$ cat src/rtl/tff_bank_if.sv
// tff_bank_if: control, data and result signals of a tff_bank
interface tff_bank_if #(
    parameter int WIDTH = 8
);
    logic             en;
    logic [1:0]       mode;
    logic [WIDTH-1:0] t;
    logic [WIDTH-1:0] d;
    logic [WIDTH-1:0] q;
    logic             tc;
    modport master (output en, mode, t, d, input q, tc);
    modport slave  (input en, mode, t, d, output q, tc);
endinterface

$ cat src/rtl/tff_bank.sv
// tff_bank: WIDTH-bit T flip-flop bank with toggle, up/down count and load modes
module tff_bank #(
    parameter int               WIDTH   = 8,
    parameter logic [WIDTH-1:0] RST_VAL = '0
) (
    input logic       clk,
    input logic       rst,
    tff_bank_if.slave b
);
    localparam logic [1:0] TOG = 2'b00, UP = 2'b01, DN = 2'b10;
    localparam int LG = $clog2(WIDTH);
    logic [WIDTH-1:0] q, ones, zeros, tv;
    logic             tc;
    // ones[i] = &q[i:0] and zeros[i] = ~|q[i:0], built as a log-depth prefix AND
    always_comb begin
        ones  = q;
        zeros = ~q;
        for (int k = 0; k < LG; k++) begin
            ones  = ones  & ((ones  << (1 << k)) | ((WIDTH'(1) << (1 << k)) - WIDTH'(1)));
            zeros = zeros & ((zeros << (1 << k)) | ((WIDTH'(1) << (1 << k)) - WIDTH'(1)));
        end
    end
    // load is expressed as a toggle of every bit that differs from d
    always_comb tv = b.mode == TOG ? b.t :
                     b.mode == UP  ? {ones[WIDTH-2:0], 1'b1} :
                     b.mode == DN  ? {zeros[WIDTH-2:0], 1'b1} : q ^ b.d;
    always_ff @(posedge clk) begin
        if (rst) begin
            q  <= RST_VAL;
            tc <= 1'b0;
        end else begin
            tc <= b.en && (b.mode == UP ? ones[WIDTH-1] : b.mode == DN ? zeros[WIDTH-1] : 1'b0);
            if (b.en) q <= q ^ tv;
        end
    end
    assign b.q  = q;
    assign b.tc = tc;
endmodule

$ cat src/flat_wrapper.sv
// flat-port wrapper written by rule: the top's interface ports become plain ports
module tff_bank_flat 
#(
    parameter int               WIDTH   = 8,
    parameter logic [WIDTH-1:0] RST_VAL = '0
)
  (clk, rst, b_en, b_mode, b_t, b_d, b_q, b_tc);
  tff_bank_if #(.WIDTH(WIDTH)) b_i ();
  input logic clk;
  input logic rst;
  input wire logic [$bits(b_i.en)-1:0] b_en;
  input wire logic [$bits(b_i.mode)-1:0] b_mode;
  input wire logic [$bits(b_i.t)-1:0] b_t;
  input wire logic [$bits(b_i.d)-1:0] b_d;
  output wire logic [$bits(b_i.q)-1:0] b_q;
  output wire logic [$bits(b_i.tc)-1:0] b_tc;
  assign b_i.en = b_en;
  assign b_i.mode = b_mode;
  assign b_i.t = b_t;
  assign b_i.d = b_d;
  assign b_q = b_i.q;
  assign b_tc = b_i.tc;
  tff_bank #(.WIDTH(WIDTH), .RST_VAL(RST_VAL)) u_core (.clk(clk), .rst(rst), .b(b_i));
endmodule
$ cat config.mk
export PLATFORM = sky130hd
export DESIGN_NAME = tff_bank_flat
export DESIGN_NICKNAME = d
export VERILOG_FILES = /design/src/rtl/tff_bank_if.sv /design/src/rtl/tff_bank.sv /design/src/flat_wrapper.sv
export SDC_FILE = /design/constraint.sdc
export NUM_CORES = 1
export LEC_CHECK = 0
export CAP_MARGIN = 20
export CORE_MARGIN = 10
export CORE_UTILIZATION = 45
export DETAILED_ROUTE_END_ITERATION = 10
export PLACE_DENSITY = 0.83
export SETUP_SLACK_MARGIN = 0.2
export SLEW_MARGIN = 20
export SYNTH_ARGS = -nofsm -noshare
export SYNTH_HDL_FRONTEND = slang
export SYNTH_SLANG_ARGS = --single-unit
$ cat constraint.sdc
create_clock -name clk -period 4.5 [get_ports clk]
set_input_delay 0.45 -clock clk [delete_from_list [all_inputs] [get_ports clk]]
set_output_delay 0.45 -clock clk [all_outputs]
set_load 0.005 [all_outputs]
# After elaboration in Yosys (flattened, before gate mapping)
# Cells that the tools add are included.
# W data, S select, Z words.
[totals] wordCells=20 register_bits=9 input_bits=21 output_inout_bits=9
[op_classes] muxes=5 bitwise=9 reduce_logical=2 eq_ne=2
[ops] cell="$and A8 B8 Y8" n=6
[ops] cell="$mux W8" n=3
[ops] cell="$xor A8 B8 Y8" n=2
[ops] cell="$not A8 Y8" n=1
[ops] cell="$eq A2 B1 Y1 const B" n=1
[ops] cell="$eq A2 B2 Y1 const B" n=1
[ops] cell="$logic_not A2 Y1" n=1
[ops] cell="$mux W1" n=2
[ops] cell="$logic_and A1 B1 Y1" n=1

# Depth between registers and ports, before layout
# Gate-level depths: netlist of run 1.
[depth] ltp_word=8 mapped_depth=5 mapped_depth_nobuf=4

# Worst setup path after synthesis of run 1
# No wires, ideal clock.
[synth_path] path_kind="reg-to-reg" start="register u_core.q[0], in the netlist u_core.b.q[0]" end="register u_core.q[7], in the netlist u_core.b.q[7]" required_ps=4379 n_path_buf=1 path_stages_with_launch=6 slack_ps=2854 t_arrival_ps=1526 path_cell_list="dfxtp_1 > buf_6 > and4_2 > nand4_1 > a311oi_1 > mux2_2"
[synth_via] elab_chain_len=8 word_cells_on_any_way=11
[synth_rtl] item="start, declared" line="tff_bank.sv:12" source="logic [WIDTH-1:0] q, ones, zeros, tv;"
[synth_rtl] item="start signal, assigned" line="tff_bank.sv:33" source="if (b.en) q <= q ^ tv;"
[synth_rtl] item="$not A8 Y8" line="tff_bank.sv:17" source="zeros = ~q;"
[synth_rtl] item="$and A8 B8 Y8 (3 in a row)" line="tff_bank.sv:20" source="zeros = zeros & ((zeros << (1 << k)) | ((WIDTH'(1) << (1 << k)) - WIDTH'(1)));"
[synth_rtl] item="$mux W8" line="tff_bank.sv:26" source="b.mode == DN ? {zeros[WIDTH-2:0], 1'b1} : q ^ b.d;"
[synth_rtl] item="$mux W8 (*)" line="tff_bank.sv:25" source="b.mode == UP ? {ones[WIDTH-2:0], 1'b1} :"
[synth_rtl] item="$mux W8 (*)" line="tff_bank.sv:24" source="always_comb tv = b.mode == TOG ? b.t :"
[synth_rtl] item="$xor A8 B8 Y8 (*)" line="tff_bank.sv:33"
# Every way passes the cells marked *; elsewhere a longest branch is shown, timed or not.
# A chain may end at the register's enable or synchronous reset.

# Final worst setup path of run 1
[layout_path] start="input port b_mode[0]" end="register u_core.q[6], in the netlist u_core.b.q[6]"
[layout_via] elab_chain_len=5 word_cells_on_any_way=7
[layout_rtl] item="start, declared" line="flat_wrapper.sv:12" source="input wire logic [$bits(b_i.mode)-1:0] b_mode;"
[layout_rtl] item="$eq A2 B2 Y1" line="tff_bank.sv:26"
[layout_rtl] item="$mux W8" line="tff_bank.sv:26"
[layout_rtl] item="$mux W8" line="tff_bank.sv:25"
[layout_rtl] item="$mux W8 (*)" line="tff_bank.sv:24"
[layout_rtl] item="$xor A8 B8 Y8 (*)" line="tff_bank.sv:33"
# Marks and branches as above.

==> metrics.txt, run 1 <==
Seq cells post-synth=9; power density over the cells=243 nW/um^2; Peak VDD IR=137 uV; die footprint=3690 um^2; Worst Tran Pin Value=0.496 ns; Core Util, Final=68.3%; Clock Skews=0.000600 ns; RSZ-0062 raised after global routing=no; Finish-stage setup viols=0; most frequent cells in the layout=clkdlybuf4s50_1, a21oi_1, dfxtp_1; Clock Tree Root=clkbuf_4; syn_nets=112; # rows=14; total detailed-routing wirelength=2.06 mm; fin cells=134; highest-delay cell along the critical path=clkdlybuf4s50_1; total power=0.255 mW; netlist area before placement=747 um^2; via count=806; Longest Clk Path Bufs=2; Area Growth Syn to Fin=40.9%; hold path cells=2; global-route wire length before repair=3.50 mm; Hold Path Origin=u_core.b.q[7]$_SDFFE_PP0P_; simple-gate portion of the synthesized area=19.6%; post-synthesis cell count=91; Post-Synth XOR/XNOR Area=7.04%; FF-to-FF path depth=4; complex-gate fraction of the synthesized area=35.7%; Period minus WS final=2.10 ns; hold buffer count at cts=0; nets@finish=140; critical path data arrival time=2.29 ns; WP data required=4.69 ns; TritonRoute pass-1 iters=4; Max Slew Vio Count=0; Detail Route Antenna Nets=0; max incr delay on CP=0.78 ns; Buf+Inv Stages, Crit Path=1; startpoint types=input port; gpl congestion=0.893; gr usage total=11.9%; Die Wd=60.7 um; main combinational cell family by area after synthesis=compound AO/OA/AOI/OAI gates; antenna violations before repair=0; Die H=60.7 um; DR WL/cell=15.4 um; drt initial violations=19; pre-CTS setup slack=2.14 ns; reg2reg setup slack=2.61 ns; postcts setup bufs=0; core area=1540 um^2; TritonCTS clock tree=done; most common cell after layout, fill and taps aside=clkdlybuf4s50_1; H-tree depth=1; period utilization=46.6%; clk slew on worst S/H paths=0.06 ns; Worst-Skew Late Latency=0.26 ns; max_slew headroom=66.8%; Max Clk Rate=477 MHz; setup slack after layout=2.40 ns; Syn Area/Cell=8.21 um^2; clock sinks=9; Starting Density=48.5%; setup TNS=0 ns; # DRC=0; cell family with most CP delay=buffers and inverters; Max FO, Critical Path=15; multiplexer share of the synthesized area=5.86%; I/O Pins=30; synth warn=0; largest net degree at the start of global routing=16; max-cap violation count=0; post-synth cell types=36; Synth Area in Adders=0%; HPWL Detailed=1.66 mm; Worst Hold End=u_core.b.tc$_SDFF_PP0_; status=complete, no violations; layout cell share with drive strength beyond 1=9.32%; Hold Path Class=reg2reg; nature of the critical path endpoint=flop; Pleak=0.380 nW; FF-to-FF Start=u_core.b.q[0]$_SDFFE_PP0P_; GRT overflow=0; Vias/cell=6.01; reg2reg end=u_core.b.q[7]$_SDFFE_PP0P_; Final Hold Viols=0; vias in the first global route=803; IO Port Bufs=29; Seq/Total Area, Yosys=24.1%; placed cell count=130; total CTS buffers=3; Levels on crit path=5; post-CTS sizing=0; CP Cell Sequence=clkdlybuf4s50_1 > or2_2 > o221ai_1 > or4_1 > a21oi_1; CP Class=in2reg; n_diodes=0
-- state kept, by name, indices dropped and copies added, names as in the netlist --
register and cells:
u_core.b.q 8, u_core.b.tc 1
-- cell families after synthesis --
| kind of cell | count (synthesis) |
|---|---|
| simple gates | 22 |
| flops | 9 |
| mux | 3 |
| buf+inv | 13 |
| xor+xnor | 6 |
| compound gates | 38 |
-- worst max-delay path by stage --
stage	start	end	slack, ns
global placement	b_mode[0]	u_core.b.q[6]$_SDFFE_PP0P_	2.19
global route	b_mode[0]	u_core.b.q[6]$_SDFFE_PP0P_	2.26
floorplan	u_core.b.q[0]$_SDFFE_PP0P_	u_core.b.q[7]$_SDFFE_PP0P_	2.85
CTS	b_mode[0]	u_core.b.q[6]$_SDFFE_PP0P_	2.41
finish	b_mode[0]	u_core.b.q[6]$_SDFFE_PP0P_	2.40
detailed placement	b_mode[0]	u_core.b.q[6]$_SDFFE_PP0P_	2.14
-- stage by stage --
stage | instance area (um^2) | hold WS [ns]
2_1_floorplan | 747 | 0.533
3_3_place_gp | 1030 | 0.551
3_5_place_dp | 1030 | 0.562
4_1_cts | 1050 | 0.572
5_1_grt | 1050 | 0.597
6_report | 1050 | 0.564
-- where the power goes --
| part | switching (mW) | total (mW) | internal, mW |
|---|---|---|---|
| Combinational | 0.0360 | 0.0888 | 0.0528 |
| Clock | 0.0290 | 0.0633 | 0.0342 |
| Sequential | 0.0162 | 0.103 | 0.0870 |
-- tightest hold or removal path: stages (launching register included) --
cell	delay, ns
dfxtp_1	0.36
inv_1	0.10
a2111oi_2	0.06
-- area by class of cell --
cell class                 count  area, um^2
multi-input combinational     69         509
clock buffer                   4        26.3
sequential                     9         180
timing repair buffer          29         290
fill                         143         489
tap                           16        20.0
inverter                       7        26.3
-- per-layer routing --
metal  GRT usage (%)  routed length (um)  vias up
met2            18.5                 924       26
met1            13.4                 895      367
met4            5.02                  17        0
met3            6.05                 227        2
li1                -                   -      411
met5               0                   0        -
-- Yosys cell counts (all sizes together) --
cell type	count	area [um^2]
a2111oi	1	15.0
a31oi	1	6.26
buf	4	23.8
a211o	1	8.76
o221ai	3	26.3
o211ai	2	15.0
nor2	3	11.3
mux4	1	22.5
clkbuf	2	7.51
inv	7	26.3
or4	4	30.0
o32a	1	10.0
and2	1	6.26
o21ai	3	15.0
or3	1	6.26
a211oi	4	30.0
xnor2	1	8.76
nand4	1	6.26
xor2	5	43.8
nand2	4	15.0
mux2i	1	10.0
and4	2	20.0
nand2b	2	12.5
dfxtp	9	180
or2	2	12.5
nor3	1	5.00
a311oi	2	17.5
nor4	1	21.3
mux2	1	11.3
o41ai	1	8.76
a21oi	13	65.1
o31ai	5	37.5
o221a	1	11.3
Power figures use the tool's default switching activity.
==> inputs of run 2 (changes only) <==
- CORE_UTILIZATION: 45 -> 42
- PLACE_DENSITY: 0.83 -> 0.78
- clock period: 4.5 -> 2.05 ns (I/O delays scaled with it)
==> run 2 against run 1 <==
Against the previous run: total power increased by 130%; first-iteration DRC count fell by 21%; via count up 2.6%; critical path depth shrank 1; final area up 5.7%; combinational power up 150%; cell count increased by 10%; sequential power up 120%; flip-flop and latch count did not move.
==> metrics.txt, run 2 (synthesis gave the netlist of run 1 again) <==
n_diodes=0 (unchanged); via count=827 (was 806); CP Class=reg2reg (was in2reg); DR WL/cell=15.6 um (was 15.4 um); Clock Tree Root=clkbuf_4 (unchanged); Pleak=0.416 nW (was 0.380 nW); RSZ-0062 raised after global routing=yes (was no); H-tree depth=1 (unchanged); vias in the first global route=862 (was 803); Area Growth Syn to Fin=48.9% (was 40.9%); nature of the critical path endpoint=flop (unchanged); largest reg by FF count=u_core.b.q (unchanged); I/O Pins=30 (unchanged); total CTS buffers=3 (unchanged); most common cell after layout, fill and taps aside=clkdlybuf4s50_1 (unchanged); core area=1710 um^2 (was 1540 um^2); GRT overflow=0 (unchanged); hold buffer count at cts=0 (unchanged); worst hold slack=0.567 ns (was 0.564 ns); period utilization=88.4%; antenna violations before repair=0 (unchanged); max-cap violation count=0 (unchanged); critical path data arrival time=1.96 ns (was 2.29 ns); clock sinks=9 (unchanged); Max Slew Vio Count=0 (unchanged); nets@finish=145 (was 140); Vias/cell=5.59 (was 6.01); die footprint=3870 um^2 (was 3690 um^2); Die H=62.2 um (was 60.7 um); Die Wd=62.2 um (was 60.7 um); gr usage total=12.0% (was 11.9%); HPWL Detailed=1.74 mm (was 1.66 mm); TritonRoute pass-1 iters=4 (unchanged); TritonCTS clock tree=done (unchanged); Hold Path Class=reg2reg (unchanged); Max FO, Critical Path=6 (was 15); Final Cell Area=1110 um^2 (was 1050 um^2); Max Clk Rate=552 MHz; total power=0.582 mW (was 0.255 mW); # DRC=0 (unchanged); max FFs per register=8 (unchanged); WP data required=2.19 ns (was 4.69 ns); setup TNS=0 ns (unchanged); Worst Tran Pin Value=0.430 ns (was 0.496 ns); Starting Density=43.7% (was 48.5%); placed instance area=1060 um^2 (was 1030 um^2); clk slew on worst S/H paths=0.06 ns (about the same); Regs by FF count=u_core.b.q: 8 flops, u_core.b.tc: 1 flops (unchanged); Period minus WS final=1.81 ns; Clock Skews=0.00575 ns (was 0.000600 ns); IO Port Bufs=29 (unchanged); layout cell share with drive strength beyond 1=15.4% (was 9.32%); Worst-Skew Late Latency=0.26 ns (about the same); largest net degree at the start of global routing=12 (was 16); Core Util, Final=65.1% (was 68.3%); max_slew headroom=71.2% (was 66.8%); status=complete, no violations (unchanged); Detail Route Antenna Nets=0 (unchanged); most frequent cells in the layout=clkdlybuf4s50_1, a21oi_1, inv_1, dfxtp_1 (was clkdlybuf4s50_1, a21oi_1, dfxtp_1); power density over the cells=523 nW/um^2 (was 243 nW/um^2); total detailed-routing wirelength=2.30 mm (was 2.06 mm); Longest Clk Path Bufs=2 (unchanged); # rows=15 (was 14); Finish-stage setup viols=0 (unchanged); Peak VDD IR=304 uV (was 137 uV); drt initial violations=15 (was 19); Final Hold Viols=0 (unchanged); startpoint types=flop (was input port); global-route wire length before repair=3.98 mm (was 3.50 mm); gpl congestion=0.905 (was 0.893)
==> run 2: critical path, stage by stage, from the launching register on <==
cell and delay [ns]:
dfxtp_1 0.46, and4_2 0.31, nand4_1 0.18, a311oi_2 0.38
mux2_2 0.37
==> run 2: worst paths after layout <==
path	startpoint	end	slack, ns	depth (start not counted)
worst max-delay path	u_core.b.q[3]$_SDFFE_PP0P_	u_core.b.q[7]$_SDFFE_PP0P_	0.24	4
worst min-delay path	u_core.b.q[1]$_SDFFE_PP0P_	u_core.b.q[1]$_SDFFE_PP0P_	0.57	2
worst max register to register	u_core.b.q[3]$_SDFFE_PP0P_	u_core.b.q[7]$_SDFFE_PP0P_	0.24	4
worst min register to register	u_core.b.q[1]$_SDFFE_PP0P_	u_core.b.q[1]$_SDFFE_PP0P_	0.57	2
==> run 2: report_power, final <==
| group | switching (mW) | internal [mW] |
|---|---|---|
| clock | 0.0619 | 0.0749 |
| combinational | 0.0894 | 0.131 |
| sequential | 0.0330 | 0.192 |
==> run 2: routing by layer <==
metal	global-route usage, %	vias up	share of wire, %
li1	-	420	-
met1	13.4	379	44
met2	19.5	26	48
met3	4.30	2	7.2
met4	6.00	0	0.48
met5	0	-	0
==> run 2: cell type report <==
class	instances	area [um^2]
Inverter	7	26.3
Fill cell	141	596
Multi-Input combinational cell	69	515
Tap cell	25	31.3
Sequential cell	9	183
Timing Repair Buffer	34	330
Clock buffer	4	26.3
==> run 2: per-stage QoR <==
stage,setup slack (ns),cells
floorplan,0.404,91
global placement,0.0853,142
detailed placement,0.0384,142
CTS,0.223,146
global route,0.164,148
finish,0.237,148
==> run 2: timing repair <==
action | 4_1_cts | 5_1_grt
resized for setup | 1 | 3
pin swaps | 0 | 1
setup buffers | 0 | 2
setup endpoints to repair | 1 | 2
